<file path="src/rtl/fetch_unit.sv">
// fetch_unit: PC register and IF/ID pipeline register with redirect, stall, flush and wrap-around.
// Define FETCH_JUMP_PREDECODE_EN to resolve jumps (instr_code[7:6]==2'b11) at fetch with zero bubbles.
module fetch_unit #(
  parameter logic [7:0] PC_RESET   = 8'h00,
  parameter int         IMEM_DEPTH = 32
) (
  input  logic       clk,
  input  logic       reset,
  output logic [7:0] pc,
  input  logic [7:0] instr_code,
  input  logic       stall,
  input  logic       flush,
  input  logic       redirect_valid,
  input  logic [7:0] redirect_pc,
  output logic [7:0] ifid_instr,
  output logic [7:0] ifid_pc,
  output logic       ifid_valid
);
  logic [7:0] pc_seq, pc_red, pc_jmp, pc_nxt;
  logic       jump, squash;
  always_comb begin
    pc_seq = 8'(({24'd0, pc} + 32'd1) % IMEM_DEPTH);
    pc_red = 8'({24'd0, redirect_pc} % IMEM_DEPTH);
    pc_jmp = 8'({26'd0, instr_code[5:0]} % IMEM_DEPTH);
`ifdef FETCH_JUMP_PREDECODE_EN
    jump   = instr_code[7:6] == 2'b11;
`else
    jump   = 1'b0;
`endif
    squash = flush | redirect_valid;
    pc_nxt = redirect_valid ? pc_red : stall ? pc : jump ? pc_jmp : pc_seq;
  end
  always_ff @(posedge clk) begin
    if (!reset) begin
      pc         <= PC_RESET;
      ifid_instr <= 8'h00;
      ifid_pc    <= 8'h00;
      ifid_valid <= 1'b0;
    end else begin
      pc <= pc_nxt;
      if (squash) begin
        ifid_instr <= 8'h00;
        ifid_pc    <= 8'h00;
        ifid_valid <= 1'b0;
      end else if (!stall) begin
        ifid_instr <= instr_code;
        ifid_pc    <= pc_seq;
        ifid_valid <= 1'b1;
      end
    end
  end
endmodule
</file>
<file path="config.mk">
export PLATFORM = sky130hd
export DESIGN_NAME = fetch_unit
export DESIGN_NICKNAME = d
export VERILOG_FILES = /design/src/rtl/fetch_unit.sv
export SDC_FILE = /design/constraint.sdc
export NUM_CORES = 1
export LEC_CHECK = 0
export CAP_MARGIN = 20
export CORE_MARGIN = 4
export CORE_UTILIZATION = 28
export CTS_CLUSTER_DIAMETER = 40
export DETAILED_ROUTE_END_ITERATION = 10
export MAX_ROUTING_LAYER = met4
export PLACE_DENSITY = 0.65
export SYNTH_ARGS = -nofsm -noshare
export SYNTH_HDL_FRONTEND = slang
export SYNTH_SLANG_ARGS = --single-unit
</file>
<file path="constraint.sdc">
create_clock -name clk -period 1.2 [get_ports clk]
set_input_delay 0.18 -clock clk [delete_from_list [all_inputs] [get_ports clk]]
set_output_delay 0.18 -clock clk [all_outputs]
set_load 0.01 [all_outputs]
</file>
==> tab_implementation.tex <==
\begin{tabular}{lr}
\hline
Metric & Value \\
\hline
\multicolumn{2}{l}{\textbf{Clock tree}} \\
Number of clock buffers inserted by TritonCTS & 3 \\
Clock transition at path regs & 0.10 ns \\
Number of buffers added for setup after CTS & 0 \\
Number of buffers added to fix hold violations after cts & 0 \\
Depth of the CTS H-tree & 1 \\
Number of buffers on the longest clock path & 2 \\
Clock latency on the worst-skew pair & roughly 0.29 ns \\
TritonCTS clock tree & built \\
Root Buffer & sky130\_fd\_sc\_hd\_\_clkbuf\_4 \\
Clock sink count & 19 \\
\multicolumn{2}{l}{\textbf{Worst setup path}} \\
Critical path depth in cells & 1 \\
Critical Path Slowest Stage Cell & sky130\_fd\_sc\_hd\_\_dfxtp\_2 \\
Endpoint of the worst setup timing path & pc[1] \\
Worst Path Buf+Inv & 1 \\
Number of cells traversed by the worst register-to-register path & 4 \\
Path type of the worst setup path & flop to primary output \\
Worst reg2reg path startpoint & pc[0] \\
Arrival time of data at the critical path endpoint & 0.95 ns \\
Dominant delay contributor by cell family on the critical path & flip-flops \\
Top fanout value on the critical path & 5 \\
Max stage delay on crit path & $\sim$0.38 ns \\
Kind of capture point of the worst setup path & primary output \\
CP startpoint & pc[1] \\
Worst setup SP type & flop \\
Required time at the worst-slack endpoint & about 1.0 ns \\
Register-to-register setup slack & $\sim$0.080 ns \\
Reg2reg end & pc[4] \\
Critical-path cell list & dlygate4sd2\_1 \\
\multicolumn{2}{l}{\textbf{STA}} \\
Fin. Hold Viols & 0 \\
Setup repair after global routing missed its margin & false \\
Final total negative setup slack & 0 ns \\
Setup Skew & $\sim$0.0047 ns \\
Final worst-path cycle share & 0.944 \\
Final critical path time including I/O delays and setup & approximately 1.1 ns \\
Final setup violation count & 0 \\
Peak clock frequency supported by timing & slightly below 900 MHz \\
Max-slew violation count & 0 \\
\multicolumn{2}{l}{\textbf{Die}} \\
Die outline height & 63.3 um \\
Die area & around 4000 sq um \\
Die outline width & 63.3 um \\
Row count & 19 \\
Effective utilization at floorplan & 0.303 \\
Number of ports placed on the die boundary & between 40 and 50 \\
Floorplan Core Area & 2830 sq um \\
\multicolumn{2}{l}{\textbf{Final layout}} \\
Antenna diode count & 0 \\
Share of final-layout standard cells stronger than drive strength 1 & 0.149 \\
Post-route design area & around 1300 sq um \\
Commonest non-fill, non-tap cells in the layout & sky130\_fd\_sc\_hd\_\_dlygate4sd2\_1, sky130\_fd\_sc\_hd\_\_dfxtp\_1, sky130\_fd\_sc\_hd\_\_clkdlybuf4s50\_1 \\
\# nets final & 157 \\
Synth-to-Final Area Change & 48.2\% \\
Most common library cell in the layout ignoring fill and taps & sky130\_fd\_sc\_hd\_\_dlygate4sd2\_1 \\
\multicolumn{2}{l}{\textbf{Detailed routing}} \\
Drc violations & 0 \\
Per-cell routed wire length & around 11 um \\
ANT nets after route & 0 \\
Number of DRC markers in iteration 0 & 7 \\
Via density & 4.41 \\
DR pass1 iterations & 4 \\
Vias & 727 \\
Final wirelength & between 1500 and 2000 um \\
\multicolumn{2}{l}{\textbf{Synth}} \\
Largest family of logic cells by synthesized area & simple AND/OR/NAND/NOR gates \\
Share of the synthesized area in the top cell type & 0.444 \\
Area share of xor/xnor cells in the synthesized design & 0.0512 \\
Area fraction in compound gates after synthesis & 0.0848 \\
Post-synth top area cell & sky130\_fd\_sc\_hd\_\_dfxtp\_1 \\
Share of synthesized cell area in and, or, nand and nor gates & 0.146 \\
Seq cells post-synth & 19 \\
Largest cells by area after synthesis & sky130\_fd\_sc\_hd\_\_dfxtp\_1, sky130\_fd\_sc\_hd\_\_mux2i\_1, sky130\_fd\_sc\_hd\_\_nor2\_1 \\
Syn avg cell area & slightly below 10 sq um \\
Sequential cell area fraction in the yosys report & 0.444 \\
Adder-cell share of the synthesized area & 0.0146 \\
Synthesis Warnings & 0 \\
Library cells used by synthesis & 22 \\
Count of mapped cells out of synthesis & slightly below 90 \\
Cell area after synthesis & around 860 sq um \\
Multiplexer share of the synthesized area & 0.129 \\
\multicolumn{2}{l}{\textbf{Power}} \\
Clock share of power & 0.259 \\
Switching power summed over all nets & 0.000310 W \\
Peak supply drop & 0.558 mV \\
Internal Power & 0.000915 W \\
Proportion of power drawn by flip-flops and latches & 0.549 \\
Leakage Power & roughly 0.62 nW \\
Power per Cell Area & between 900 and 1000 nW/um\^{}2 \\
Switch share & 0.253 \\
Logic gate share of total power & 0.192 \\
\multicolumn{2}{l}{\textbf{Worst hold path}} \\
Min-delay worst type & input pin to flop \\
Hold-critical path depth & 3 \\
\multicolumn{2}{l}{\textbf{Place}} \\
Placer congestion estimate & approximately 0.8 \\
Total of buffers placed on input and output ports & 36 \\
Placed Area & 1260 sq um \\
Detailed Place HPWL & about 1500 um \\
\multicolumn{2}{l}{\textbf{Run}} \\
Maximum Capacitance Violations & 0 \\
\multicolumn{2}{l}{\textbf{Global routing}} \\
Global-route wire length before repair & approximately 3200 um \\
Remaining Overflow, GRT & 0 \\
Initial antenna violation count & 0 \\
Tot GR Track Use & 0.0998 \\
Vias in the first global route & 730 \\
Maximum number of pins on one net before global-route repair & 12 \\
\multicolumn{2}{l}{\textbf{Status}} \\
Outcome & finished clean \\
\hline
\end{tabular}
[worst min-delay path by stage]
stage | start | to | slack [ns]
2_1_floorplan | reset | pc[0] | 0.30
3_3_place_gp | ifid_valid | ifid_valid | 0.44
3_5_place_dp | ifid_valid | ifid_valid | 0.44
4_1_cts | ifid_valid | ifid_valid | 0.45
5_1_grt | stall | ifid_valid | 0.41
6_report | stall | ifid_valid | 0.37
[final cells by class]
cell class / count / area (sq um)
clock inverter: 1 / 5.00
inverter: 4 / 15.0
multi-input combinational: 61 / 389
sequential: 19 / 384
timing repair buffer: 46 / 414
tap: 31 / 38.8
clock buffer: 3 / 22.5
fill: 286 / 1560
[timing repair]
item                                    in CTS  in global routing
pin swaps                                    0                  1
resized for setup                           22                  2
endpoints found under the hold margin        0                  0
endpoints found under the setup margin      20                  2
[cells by family (layout without fill, tap and decap cells)]
logic type,Yosys count,after routing
XOR/XNOR,5,5
AO/OA/AOI/OAI,13,13
buffers and inverters,14,54
multiplexers,11,11
adder cells (fa/ha/maj),1,1
other,1,6
flip-flops,19,19
AND/OR/NAND/NOR,25,25
[sequential cells by signal, summed over array words and instances (netlist names)]
register    cells
ifid_pc         5
pc              5
ifid_valid      1
ifid_instr      8
[power groups by stage]
stage / combinational, W / sequential [W] / clock (W)
final: 0.000236 / 0.000672 / 0.000317
after global routing: 0.000260 / 0.000676 / 0.000359
after CTS: 0.000238 / 0.000673 / 0.000336
after detailed placement: 0.000251 / 0.000686 / 0
after global placement: 0.000249 / 0.000685 / 0
after floorplan: 0.000128 / 0.000695 / 0
[layer usage]
layer,global-route usage,vias to the layer above,share of wire,wire (um)
met5,-,-,0,0
met4,0.0566,0,0.015,28
met3,0.0142,2,0.046,85
met2,0.166,20,0.49,907
met1,0.115,325,0.45,820
li1,-,380,-,-
[cells in the mapped netlist]
library cell	n
sky130_fd_sc_hd__a21oi_1	6
sky130_fd_sc_hd__a311oi_1	2
sky130_fd_sc_hd__and2_1	1
sky130_fd_sc_hd__and2b_1	1
sky130_fd_sc_hd__buf_12	1
sky130_fd_sc_hd__buf_2	1
sky130_fd_sc_hd__buf_4	6
sky130_fd_sc_hd__buf_6	2
sky130_fd_sc_hd__conb_1	1
sky130_fd_sc_hd__dfxtp_1	19
sky130_fd_sc_hd__ha_1	1
sky130_fd_sc_hd__inv_1	4
sky130_fd_sc_hd__mux2i_1	11
sky130_fd_sc_hd__nand2_1	2
sky130_fd_sc_hd__nand4b_1	2
sky130_fd_sc_hd__nor2_1	15
sky130_fd_sc_hd__nor2b_2	2
sky130_fd_sc_hd__nor4_1	2
sky130_fd_sc_hd__o21ai_0	4
sky130_fd_sc_hd__o21ai_1	1
sky130_fd_sc_hd__xnor2_1	3
sky130_fd_sc_hd__xor2_1	2
[stage by stage]
stage          power [W]  worst slack (ns)   util  hold WS [ns]  std cells
3_3_place_gp    0.000934            -0.188  0.444         0.438        161
2_1_floorplan   0.000823            0.0394      -         0.302         94
6_report         0.00122            0.0678  0.448         0.372        165
4_1_cts          0.00125            0.0451  0.447         0.454        165
5_1_grt          0.00129            0.0228  0.448         0.408        165
3_5_place_dp    0.000937            -0.235  0.444         0.439        161
Power figures use the tool's default switching activity.
